==> config.mk <==
export PLATFORM = sky130hd
export DESIGN_NAME = mem_access_ctrl
export DESIGN_NICKNAME = d
export VERILOG_FILES = /design/src/rtl/mem_access_ctrl.sv
export SDC_FILE = /design/constraint.sdc
export NUM_CORES = 1
export LEC_CHECK = 0
export CAP_MARGIN = 30
export CORE_ASPECT_RATIO = 0.7
export CORE_MARGIN = 2
export CORE_UTILIZATION = 44
export DETAILED_ROUTE_END_ITERATION = 8
export GPL_ROUTABILITY_DRIVEN = 0
export GPL_TIMING_DRIVEN = 1
export PLACE_DENSITY = 0.84
export SYNTH_ARGS = -nofsm -noshare
export SYNTH_HDL_FRONTEND = slang
export SYNTH_SLANG_ARGS = --single-unit
==> constraint.sdc <==
create_clock -name CLOCK -period 3.6 [get_ports CLOCK]
set_input_delay 0.54 -clock CLOCK [delete_from_list [all_inputs] [get_ports CLOCK]]
set_output_delay 0.54 -clock CLOCK [all_outputs]
set_load 0.02 [all_outputs]
==> src/rtl/mem_access_ctrl.sv <==
// Memory-stage access controller: turns a load/store held in EXE/MEM into a
// request/acknowledge transaction with data memory, stalling the pipeline and
// bubbling MEM/WB until the access completes or times out.
module mem_access_ctrl #(
  parameter int unsigned TIMEOUT_CYCLES = 255
) (
  input  logic        CLOCK,
  input  logic        RESET,
  input  logic        MemRead_IN,
  input  logic        MemWrite_IN,
  input  logic [31:0] ALUResult_IN,
  input  logic [31:0] MemWriteData_IN,
  input  logic [5:0]  MemControl_IN,
  input  logic        MEM_ACK,
  input  logic [31:0] MEM_RDATA,
  output logic        MEM_REQ,
  output logic        MEM_WE,
  output logic [31:0] MEM_ADDR,
  output logic [31:0] MEM_WDATA,
  output logic [5:0]  MEM_CTRL,
  output logic        STALL_PIPE,
  output logic        FLUSH_MEMWB,
  output logic [31:0] ReadData_OUT,
  output logic        TIMEOUT_ERR
);

  // Counter only has to reach TIMEOUT_CYCLES-1; keep at least one bit.
  localparam int unsigned CNT_W =
    (TIMEOUT_CYCLES < 2) ? 1 : $clog2(TIMEOUT_CYCLES);
  localparam logic [CNT_W-1:0] CNT_LIMIT = CNT_W'(TIMEOUT_CYCLES - 1);
  localparam logic [CNT_W-1:0] CNT_MAX   = {CNT_W{1'b1}};

  typedef enum logic [1:0] {
    IDLE = 2'd0,
    BUSY = 2'd1,
    DONE = 2'd2
  } state_t;

  state_t           state;
  state_t           nextState;
  logic [CNT_W-1:0] cycleCount;
  logic             memOp;
  logic             timeoutHit;

  assign memOp      = MemRead_IN | MemWrite_IN;
  assign timeoutHit = (cycleCount == CNT_LIMIT);

  // State register; reset abandons any access in flight.
  always_ff @(posedge CLOCK or negedge RESET) begin
    if (!RESET) begin
      state <= IDLE;
    end else begin
      state <= nextState;
    end
  end

  // Next-state logic; ACK takes priority over timeout.
  always_comb begin
    nextState = state;
    case (state)
      IDLE: begin
        if (memOp) begin
          nextState = BUSY;
        end
      end
      BUSY: begin
        if (MEM_ACK || timeoutHit) begin
          nextState = DONE;
        end
      end
      DONE: begin
        nextState = IDLE;
      end
      default: begin
        nextState = IDLE;
      end
    endcase
  end

  // Pipeline control: stall from detection through BUSY, release in DONE.
  always_comb begin
    STALL_PIPE  = 1'b0;
    FLUSH_MEMWB = 1'b0;
    case (state)
      IDLE: begin
        STALL_PIPE  = memOp;
        FLUSH_MEMWB = memOp;
      end
      BUSY: begin
        STALL_PIPE  = 1'b1;
        FLUSH_MEMWB = 1'b1;
      end
      default: begin
        STALL_PIPE  = 1'b0;
        FLUSH_MEMWB = 1'b0;
      end
    endcase
  end

  // Request fields, cycle counter, captured load data and sticky timeout flag.
  always_ff @(posedge CLOCK or negedge RESET) begin
    if (!RESET) begin
      MEM_REQ      <= 1'b0;
      MEM_WE       <= 1'b0;
      MEM_ADDR     <= 32'h0;
      MEM_WDATA    <= 32'h0;
      MEM_CTRL     <= 6'h0;
      ReadData_OUT <= 32'h0;
      TIMEOUT_ERR  <= 1'b0;
      cycleCount   <= '0;
    end else begin
      case (state)
        IDLE: begin
          if (memOp) begin
            MEM_REQ    <= 1'b1;
            MEM_WE     <= MemWrite_IN;
            MEM_ADDR   <= ALUResult_IN;
            MEM_WDATA  <= MemWriteData_IN;
            MEM_CTRL   <= MemControl_IN;
            cycleCount <= '0;
          end
        end
        BUSY: begin
          if (cycleCount != CNT_MAX) begin
            cycleCount <= cycleCount + CNT_W'(1);
          end
          if (MEM_ACK) begin
            MEM_REQ <= 1'b0;
            if (!MEM_WE) begin
              ReadData_OUT <= MEM_RDATA;
            end
          end else if (timeoutHit) begin
            MEM_REQ      <= 1'b0;
            ReadData_OUT <= 32'h0;
            TIMEOUT_ERR  <= 1'b1;
          end
        end
        default: begin
          MEM_REQ <= MEM_REQ;
        end
      endcase
    end
  end

endmodule

==> out/summary.txt <==
simple-gate portion of the synthesized area = 0.2127
highest clock rate = 399.8 MHz
fin cells = 790
yosys warns = 0
PD cells = 963.2 nW/µm²
Synth Instances = 437
post-synthesis compound-gate area fraction = 0.09901
# diodes = 0
Worst path slowest cell = clkdlybuf4s50_1
CP max FO = 4
Die Wd = 123.8 µm
register bit total from synthesis = 115
largest family of logic cells by synthesized area = simple AND/OR/NAND/NOR gates
initial DRC count = 174
crit path time final = 2.501 ns
vias in the first global route = 3942
max_slew headroom = 0.4431
Avg WL per Cell = 15.66 µm
H-tree depth = 4
Post-Place Cells = 760
mux share of post-synthesis cell area = 0
status = finished, final reports clean
die area = 10880 µm²
nets = 760
layout cells sized above 1 = 0.06042
vias per inst = 4.900
CP endpoint kind = primary output
Clock Latency Late Sink = 0.40 ns
initial antenna violation count = 0
DRC = 0
total CTS buffers = 17
Rows = 30
P_leak = 3.453 nW
Initial Utilization = 0.4550
xor/xnor share of the synthesized area = 0
WL met3 = 1115 µm
first-pass GRT wire length = 19390 µm
Core ar. = 9722 µm²
I/O pins = 214
Critical Path RT = 3.06 ns
DRT Wirelength = 12370 µm
worst endpoint data arrival time = 1.96 ns
Resize count post-CTS = 0
Worst-Margin Slew = 0.8298 ns
worst slack, placed = 1.103 ns
crit path kind = primary input to primary output
Area Growth Syn to Fin = 62.91%
first drt pass iteration count = 4
critical-path cell list = clkdlybuf4s50_1 -> nor3_1 -> nor2_1 -> clkdlybuf4s50_1
final worst setup slack = 1.099 ns
RSZ-0062 raised after global routing = false
setup tns final = 0 ns
CP startpoint kind = primary input
Final setup viols = 0
clock skew = 0.006103 ns
IO buf count = 213
adder-cell share of the synthesized area = 0.005658
Final Cycle Share = 0.6948
dpl hpwl = 8419 µm
M1 wire length = 5051 µm
Power, Total = 6.940 mW
# clock sinks = 115
clk root buf = clkbuf_16
total grt overflow = 0
Hold Buf Count CTS = 0
fin area = 7206 µm²
clk slew on worst S/H paths = 0.05 ns
Post-CTS Setup Inserts = 0
fill count = 656
largest net degree at the start of global routing = 69
fin. max-slew vios = 0
Max IR drop VDD = 488.8 µV
crit-path max cell delay = 0.63 ns
max layer used = met4
WL met2 = 6079 µm
Area after DPL = 6664 µm²
post-synthesis sequential area ratio = 0.6506
CTS tree = built
Worst path most repeated cell = clkdlybuf4s50_1
max-cap viol count = 0
Die Height = 87.89 µm
Max Root-Sink Buffers = 2
Routed Antenna Nets = 0
GRT Total Usage = 0.2341
Via Count = 3871
Netlist cell types = 28
Mapped Nets = 546
min-delay worst type = primary input to async pin
Avg Cell Area, Syn = 10.12 µm²
Final Hold Viols = 0
Post-Syn Area = 4423 µm²
==> synthesized netlist by cell type (all sizes together) <==
master	n	area share
a21o	3	0.0051
o21a	1	0.0017
dfrtp	115	0.65
o211ai	2	0.0034
or3	2	0.0028
a22o	34	0.067
nand3	8	0.0091
a21oi	2	0.0023
buf	18	0.025
nand2b	2	0.0028
nand4	1	0.0028
ha	2	0.0057
and2b	1	0.0017
o311ai	2	0.0040
and3	1	0.0014
clkbuf	6	0.0051
nand2	217	0.18
o31ai	2	0.0045
nor3	2	0.0023
o41ai	2	0.0040
o21ai	6	0.0068
nor2	6	0.0051
inv	2	0.0017
==> logic make-up after synthesis <==
family,Yosys count
flops,115
fa+ha+maj,2
compound gates,54
simple gates,240
buf+inv,26
==> layout by cell type, fill, tap and decap left out, types with 2 or more instances in the layout <==
master,n
nor2_1,5
nor3_1,2
a21oi_1,2
a22o_1,34
clkdlybuf4s50_1,212
nand2b_1,2
ha_1,2
o211ai_1,2
a21o_1,3
clkbuf_8,6
o311ai_0,2
clkbuf_16,17
nand2_1,216
buf_12,2
inv_1,2
dfrtp_1,115
clkbuf_1,3
or3_1,2
nand3_1,8
o41ai_1,2
clkinv_2,3
buf_4,5
o21ai_0,4
==> layout make-up <==
type | count | area [µm²] | share of cell area
repair buffers | 219 | 2200 | 0.3053
multi-input cells | 296 | 1419 | 0.1969
flip-flops and latches | 115 | 2878 | 0.3994
inverters | 2 | 7.507 | 0.001042
well taps | 128 | 160.2 | 0.02223
clock buffers | 26 | 519.2 | 0.07206
clock inverters | 4 | 22.52 | 0.003126
==> per-layer routing <==
metal / GRT usage / vias to the layer above
met5: 0 / -
met4: 0.07851 / 0
met3: 0.08919 / 13
met1: 0.2733 / 1863
met2: 0.4006 / 144
li1: - / 1851
==> metrics by stage <==
stage	util	hold WS, ns
2_1_floorplan	-	0.2444
3_3_place_gp	0.6855	0.4421
3_5_place_dp	0.6855	0.4472
4_1_cts	0.7412	0.2645
5_1_grt	0.7412	0.2999
6_report	0.7412	0.2356
==> critical path: cells and delay by family <==
kind                   cells  cell delay [ns]
buffers and inverters      2             1.22
AND/OR/NAND/NOR            2             0.21
==> state kept, by name, indices dropped and copies added (netlist names) <==
register and flops:
MEM_CTRL 6, state 2, MEM_WE 1, MEM_ADDR 32
ReadData_OUT 32, cycleCount 8, TIMEOUT_ERR 1, MEM_REQ 1
MEM_WDATA 32
==> worst paths after layout <==
path / end / slack [ns] / cells after the start / start
worst min register to register: TIMEOUT_ERR / 0.46 / 1 / TIMEOUT_ERR
min in group CLOCK: TIMEOUT_ERR / 0.46 / 1 / TIMEOUT_ERR
worst max-delay path: STALL_PIPE / 1.10 / 4 / MemWrite_IN
worst min-delay path: MEM_WDATA[8] / 0.24 / 1 / RESET
worst max register to register: cycleCount[6] / 1.62 / 5 / cycleCount[0]
max in group asynchronous: state[0] / 2.42 / 2 / RESET
==> power breakdown <==
part           leakage, nW  internal (mW)  switching [mW]
clock network        0.268          0.977           0.539
registers             1.43           1.89           0.352
logic                 1.76           1.47            1.71
Power figures use the tool's default switching activity.
